===== config.mk =====
export PLATFORM = sky130hd
export DESIGN_NAME = spi_frame_slave
export DESIGN_NICKNAME = d
export VERILOG_FILES = /design/src/rtl/spi_frame_pkg.sv /design/src/rtl/spi_sync_edge.sv /design/src/rtl/spi_frame_slave.sv
export SDC_FILE = /design/constraint.sdc
export NUM_CORES = 2
export LEC_CHECK = 0
export ABC_AREA = 0
export CAP_MARGIN = 0
export CORE_MARGIN = 4
export CORE_UTILIZATION = 41
export DETAILED_ROUTE_END_ITERATION = 8
export GPL_TIMING_DRIVEN = 0
export PLACE_DENSITY = 0.73
export SYNTH_ARGS = -nofsm -noshare
export SYNTH_HDL_FRONTEND = slang
export SYNTH_SLANG_ARGS = --single-unit

===== constraint.sdc =====
create_clock -name clk -period 3.9 [get_ports clk]
set_input_delay 0.975 -clock clk [delete_from_list [all_inputs] [get_ports clk]]
set_output_delay 0.975 -clock clk [all_outputs]
set_load 0.02 [all_outputs]

===== src/rtl/spi_frame_pkg.sv =====
// rtl/spi_frame_pkg.sv - shared state encoding and sizing helper for the SPI frame slave
//   spi_state_t : FSM states of spi_frame_slave
//   cnt_w()     : bit counter width able to hold max(IN_W,OUT_W)+1
package spi_frame_pkg;

  typedef enum logic [2:0] {
    IDLE,
    SHIFT_IN,
    WAIT_CORE,
    RESULT_RDY,
    SHIFT_OUT
  } spi_state_t;

  // The counter saturates one past the longest frame so that an overlong
  // frame can be told apart from an exact-length one.
  function automatic int cnt_w(input int in_w, input int out_w);
    int m;
    m = (in_w > out_w) ? in_w : out_w;
    return $clog2(m + 2);
  endfunction

endpackage


===== src/rtl/spi_sync_edge.sv =====
// rtl/spi_sync_edge.sv - multi-flop synchroniser with rise/fall pulse detection
//   clk, reset_n : system clock, async active-low reset
//   din          : asynchronous input pin
//   rise, fall   : one-clk pulses on edges of the synchronised copy
// RESET_VAL should equal the pin's idle level so that reset release does not
// fabricate an edge.
module spi_sync_edge #(
  parameter int   SYNC_STAGES = 2,
  parameter logic RESET_VAL   = 1'b0
) (
  input  logic clk,
  input  logic reset_n,
  input  logic din,
  output logic rise,
  output logic fall
);

  logic [SYNC_STAGES-1:0] sync_q;
  logic                   prev_q;
  logic                   level;

  always_ff @(posedge clk or negedge reset_n) begin
    if (!reset_n) begin
      sync_q <= {SYNC_STAGES{RESET_VAL}};
      prev_q <= RESET_VAL;
    end else begin
      sync_q <= {sync_q[SYNC_STAGES-2:0], din};
      prev_q <= sync_q[SYNC_STAGES-1];
    end
  end

  assign level = sync_q[SYNC_STAGES-1];
  assign rise  = level & ~prev_q;
  assign fall  = ~level & prev_q;

endmodule


===== src/rtl/spi_frame_slave.sv =====
// rtl/spi_frame_slave.sv - oversampled SPI slave: command frame in, core handshake, result frame out
//   clk, reset_n   : system clock (>= 4x sck), async active-low reset
//   sck, cs_n, sdi : SPI inputs from the MCU (asynchronous to clk)
//   sdo            : SPI data out, 0 outside the read frame
//   in_data, start : received command frame and its one-clk valid pulse
//   done, result   : core completion level and result word
//   rdy            : result captured and waiting to be read
//   busy           : any state other than IDLE
//   frame_err      : one-clk pulse on an aborted/malformed frame
module spi_frame_slave
  import spi_frame_pkg::*;
#(
  parameter int   IN_W        = 256,
  parameter int   OUT_W       = 128,
  parameter logic CPOL        = 1'b0,
  parameter int   SYNC_STAGES = 2
) (
  input  logic             clk,
  input  logic             reset_n,
  input  logic             sck,
  input  logic             cs_n,
  input  logic             sdi,
  output logic             sdo,
  output logic [IN_W-1:0]  in_data,
  output logic             start,
  input  logic             done,
  input  logic [OUT_W-1:0] result,
  output logic             rdy,
  output logic             busy,
  output logic             frame_err
);

  localparam int CNT_W = cnt_w(IN_W, OUT_W);
  localparam int MAX_W = (IN_W > OUT_W) ? IN_W : OUT_W;
  localparam logic [CNT_W-1:0] CNT_MAX = CNT_W'(MAX_W + 1);
  localparam logic [CNT_W-1:0] IN_CNT  = CNT_W'(IN_W);
  localparam logic [CNT_W-1:0] OUT_CNT = CNT_W'(OUT_W);

  logic sck_rise, sck_fall, cs_rise, cs_fall;
  logic sample, launch;
  logic [SYNC_STAGES-1:0] sdi_sync;
  logic sdi_s;

  spi_state_t state, state_n;
  logic [CNT_W-1:0] cnt, cnt_n, cnt_inc;
  logic [IN_W-1:0]  shreg, shreg_n;
  logic [IN_W-1:0]  in_data_n;
  logic [OUT_W-1:0] out_shreg, out_shreg_n;
  logic [OUT_W-1:0] res_copy, res_copy_n;
  logic start_n, frame_err_n;

  spi_sync_edge #(.SYNC_STAGES(SYNC_STAGES), .RESET_VAL(CPOL)) u_sck_sync (
    .clk     (clk),
    .reset_n (reset_n),
    .din     (sck),
    .rise    (sck_rise),
    .fall    (sck_fall)
  );

  spi_sync_edge #(.SYNC_STAGES(SYNC_STAGES), .RESET_VAL(1'b1)) u_cs_sync (
    .clk     (clk),
    .reset_n (reset_n),
    .din     (cs_n),
    .rise    (cs_rise),
    .fall    (cs_fall)
  );

  // sdi has the same depth as sck, so the bit is aligned with its sample edge.
  always_ff @(posedge clk or negedge reset_n) begin
    if (!reset_n) begin
      sdi_sync <= '0;
    end else begin
      sdi_sync <= {sdi_sync[SYNC_STAGES-2:0], sdi};
    end
  end
  assign sdi_s = sdi_sync[SYNC_STAGES-1];

  assign sample  = CPOL ? sck_fall : sck_rise;
  assign launch  = CPOL ? sck_rise : sck_fall;
  assign cnt_inc = (cnt == CNT_MAX) ? cnt : cnt + 1'b1;

  always_ff @(posedge clk or negedge reset_n) begin
    if (!reset_n) begin
      state     <= IDLE;
      cnt       <= '0;
      shreg     <= '0;
      in_data   <= '0;
      out_shreg <= '0;
      res_copy  <= '0;
      start     <= 1'b0;
      frame_err <= 1'b0;
    end else begin
      state     <= state_n;
      cnt       <= cnt_n;
      shreg     <= shreg_n;
      in_data   <= in_data_n;
      out_shreg <= out_shreg_n;
      res_copy  <= res_copy_n;
      start     <= start_n;
      frame_err <= frame_err_n;
    end
  end

  always_comb begin
    state_n     = state;
    cnt_n       = cnt;
    shreg_n     = shreg;
    in_data_n   = in_data;
    out_shreg_n = out_shreg;
    res_copy_n  = res_copy;
    start_n     = 1'b0;
    frame_err_n = 1'b0;

    case (state)
      IDLE: begin
        if (cs_fall) begin
          cnt_n   = '0;
          state_n = SHIFT_IN;
        end
      end

      SHIFT_IN: begin
        if (sample) begin
          shreg_n = {shreg[IN_W-2:0], sdi_s};
          cnt_n   = cnt_inc;
        end
        // cnt_n/shreg_n already include an edge landing in the same clk.
        if (cs_rise) begin
          if (cnt_n == IN_CNT) begin
            in_data_n = shreg_n;
            start_n   = 1'b1;
            state_n   = WAIT_CORE;
          end else begin
            frame_err_n = 1'b1;
            state_n     = IDLE;
          end
        end
      end

      WAIT_CORE: begin
        if (done) begin
          out_shreg_n = result;
          res_copy_n  = result;
          state_n     = RESULT_RDY;
        end
      end

      RESULT_RDY: begin
        if (cs_fall) begin
          cnt_n   = '0;
          state_n = SHIFT_OUT;
        end
      end

      SHIFT_OUT: begin
        if (sample) begin
          cnt_n = cnt_inc;
        end else if (launch && cnt != '0) begin
          // The MSB is already on sdo at cs_n fall, so only launch edges
          // that follow a sample edge advance the register.
          out_shreg_n = {out_shreg[OUT_W-2:0], 1'b0};
        end
        if (cs_rise) begin
          if (cnt_n >= OUT_CNT) begin
            state_n = IDLE;
          end else begin
            frame_err_n = 1'b1;
            out_shreg_n = res_copy;
            state_n     = RESULT_RDY;
          end
        end
      end

      default: state_n = IDLE;
    endcase
  end

  assign busy = (state != IDLE);
  assign rdy  = (state == RESULT_RDY) || (state == SHIFT_OUT);
  assign sdo  = (state == SHIFT_OUT) && out_shreg[OUT_W-1];

endmodule

==> impl_metrics.json <==
{
  "p_leak_nw": 22.9,
  "layout-drive-gt1-share_pct": 20.7,
  "critPathKind": "reg -> out",
  "final_area_um2": 45800,
  "period_minus_slack_ns": 3.70,
  "yosys_most_used_dff": "dfrtp_1",
  "critPathArrivalTime_ns": 2.72,
  "dpl_cell_area_um2": 42800,
  "grt_max_degree": 124,
  "p_clk_share_pct": 47.9,
  "cts_hold_buf": 0,
  "syn-num-nets": 3574,
  "yosys-top-cells-area": "dfrtp_1 (53%), nand2_1 (13%), mux2_2 (13%)",
  "gr-usage-all-layers_pct": 18.5,
  "wl_per_cell_um": 17.3,
  "initial_core_util_pct": 41.3,
  "vias_per_cell": 5.02,
  "first_pass_iters": 5,
  "area_delta_synth_final_pct": 23.1,
  "place_ws_ns": 0.0793,
  "h-tree-depth": 3,
  "wl_um": 89800,
  "ys_async_sr_fraction_pct": 100,
  "synth_top_cell_by_area": "dfrtp_1",
  "antenna_found_initial": 10,
  "end_kind": "output port",
  "postCtsSetupBuffers": 0,
  "netlist.area_leader.share_pct": 52.9,
  "fin_crit_sh_pct": 94.8,
  "antenna_left": 0,
  "portBuffers": 394,
  "cp.required_ns": 2.92,
  "fmax_ghz": 0.270,
  "clock_latency_ns": 0.66,
  "power.switching_mw": 4.05,
  "total_power_mw": 17.7,
  "fin_skew_ns": 0.0283,
  "yosysWarnings": 0,
  "fill_cells": 7936,
  "synthDistinctLibCells": 51,
  "first_iter_violations": 1641,
  "die_x_um": 309,
  "ys_seq_area_share_pct": 53.1,
  "seqPwrFrac_pct": 47.0,
  "rsz0062_at_grt": "no",
  "syn_avg_cell_area_um2": 10.8,
  "worst_slew_pin_slew_ns": 1.00,
  "die_area_um2": 95700,
  "finalWorstSetupSlack_ns": 0.201,
  "vias": 26000,
  "cts_tree": "yes",
  "slew_headroom_pct": 33.1,
  "cts_buffers": 90,
  "final-hold-violation-count": 0,
  "final_cell_mix": "nand2_1 (1301), dfrtp_1 (787), mux2_2 (429)",
  "cp_max_fo": 13,
  "grt_pass1_vias": 25900,
  "drv_cap": 0,
  "slew_viol_final": 0,
  "setup_viol": 0,
  "dpl.hpwl_um": 62200,
  "vdd_ir_drop_max_v": 0.000288,
  "die_h_um": 309,
  "grt_pass1_wl_um": 142000,
  "outcome": "completed",
  "clkSinkCount": 790,
  "synth_area_um2": 37200,
  "grt.overflow.total": 0,
  "nets": 4066,
  "io-pin-count": 395,
  "synth-edff-count": 0,
  "hp-class": "in -> async",
  "comb_power_share_pct": 5.2,
  "final_common_cell": "nand2_1",
  "path_clk_slew_ns": 0.06,
  "clock-root-buffer": "clkbuf_16",
  "power_density_nw_per_um2": 386,
  "final_core_util_pct": 50.9,
  "clk_path_buf_depth": 3,
  "synthCells": 3437,
  "num_rows": 110,
  "start_kind": "flip-flop",
  "intPower_mw": 13.7,
  "synth_seq_cells": 790,
  "drc": 0,
  "postCtsResizedCells": 0,
  "switching_share_pct": 22.9,
  "final.setup.tns_ns": 0,
  "gp_congestion": 0.799,
  "coreArea_um2": 90000
}
[stage by stage]
step / cells / hold slack (ns)
after global routing: 5172 / 0.309
final: 5179 / 0.293
after detailed placement: 5014 / 0.338
after CTS: 5173 / 0.266
after floorplan: 3437 / 0.331
after global placement: 5007 / 0.334
[cells in the mapped netlist (4+ instances only)]
cell and count:
nand2_1 1301, buf_6 4, mux2_4 200, buf_12 22
a21oi_1 131, nor2_1 11, inv_1 7, o21ai_0 19
mux2_2 429, and3_1 130, dfrtp_1 787, buf_1 9
nand2b_1 5, nand3_1 6, clkbuf_1 170, buf_2 13
mux2i_1 130, mux2_1 10
[final cells by class]
cell class | instances | area (um^2) | area share, %
diodes | 7 | 17.5 | 0.0382
plain buffers | 220 | 1240 | 2.71
clock buffers | 133 | 2690 | 5.86
clock inverters | 26 | 287 | 0.625
inverters | 7 | 26.3 | 0.0573
multi-input cells | 2419 | 16200 | 35.3
flip-flops and latches | 790 | 19800 | 43.2
well taps | 1176 | 1470 | 3.21
repair buffers | 401 | 4140 | 9.04
[metal layers]
layer  share of wire (%)  up-vias  global-route usage, %
li1                    -    12500                      -
met1                  43    12800                   23.7
met2                  48      541                   31.0
met3                 5.7      165                   4.22
met4                 3.2        4                   6.42
met5               0.031        -                      0
[logic make-up after synthesis]
kind of cell / count (synthesis) / share of synthesized area [%]
AND/OR/NAND/NOR: 1481 / 16.1
flip-flops: 790 / 53.1
multiplexers: 769 / 24.8
buffers and inverters: 228 / 3.42
AO/OA/AOI/OAI: 166 / 2.36
adder cells (fa/ha/maj): 3 / 0.101
[power groups by stage]
stage	sequential [mW]	combinational (mW)	clock, mW
CTS	8.31	0.935	8.69
finish	8.31	0.918	8.47
global route	8.31	1.01	9.02
detailed placement	8.45	0.930	0
floorplan	8.44	0.455	0
global placement	8.48	0.896	0
[sequential cells by signal, indices dropped and copies added, names as in the netlist]
name,count
start,1
u_sck_sync.prev_q,1
u_cs_sync.prev_q,1
sdi_sync,2
u_cs_sync.sync_q,2
res_copy,128
out_shreg,128
shreg,256
u_sck_sync.sync_q,2
in_data,256
cnt,9
frame_err,1
state,3
[critical path: stages (launching register included)]
cell and delay (ns):
dfrtp_1 0.41, clkbuf_1 0.32, nor2_1 0.09, nand2_1 0.39
nand2_1 0.25, clkdlybuf4s50_1 0.60
[worst paths after layout]
path / start / cells past startpoint / slack, ns / to
worst min register to register: u_sck_sync.sync_q[0] / 0 / 0.35 / u_sck_sync.sync_q[1]
min in group clk: u_sck_sync.sync_q[0] / 0 / 0.35 / u_sck_sync.sync_q[1]
max in group asynchronous: reset_n / 4 / 1.62 / in_data[60]
worst max register to register: cnt[4] / 9 / 0.45 / out_shreg[32]
worst max-delay path: state[0] / 5 / 0.20 / rdy
worst min-delay path: reset_n / 1 / 0.29 / in_data[136]
Note: power is estimated with default switching activity, not from simulation.
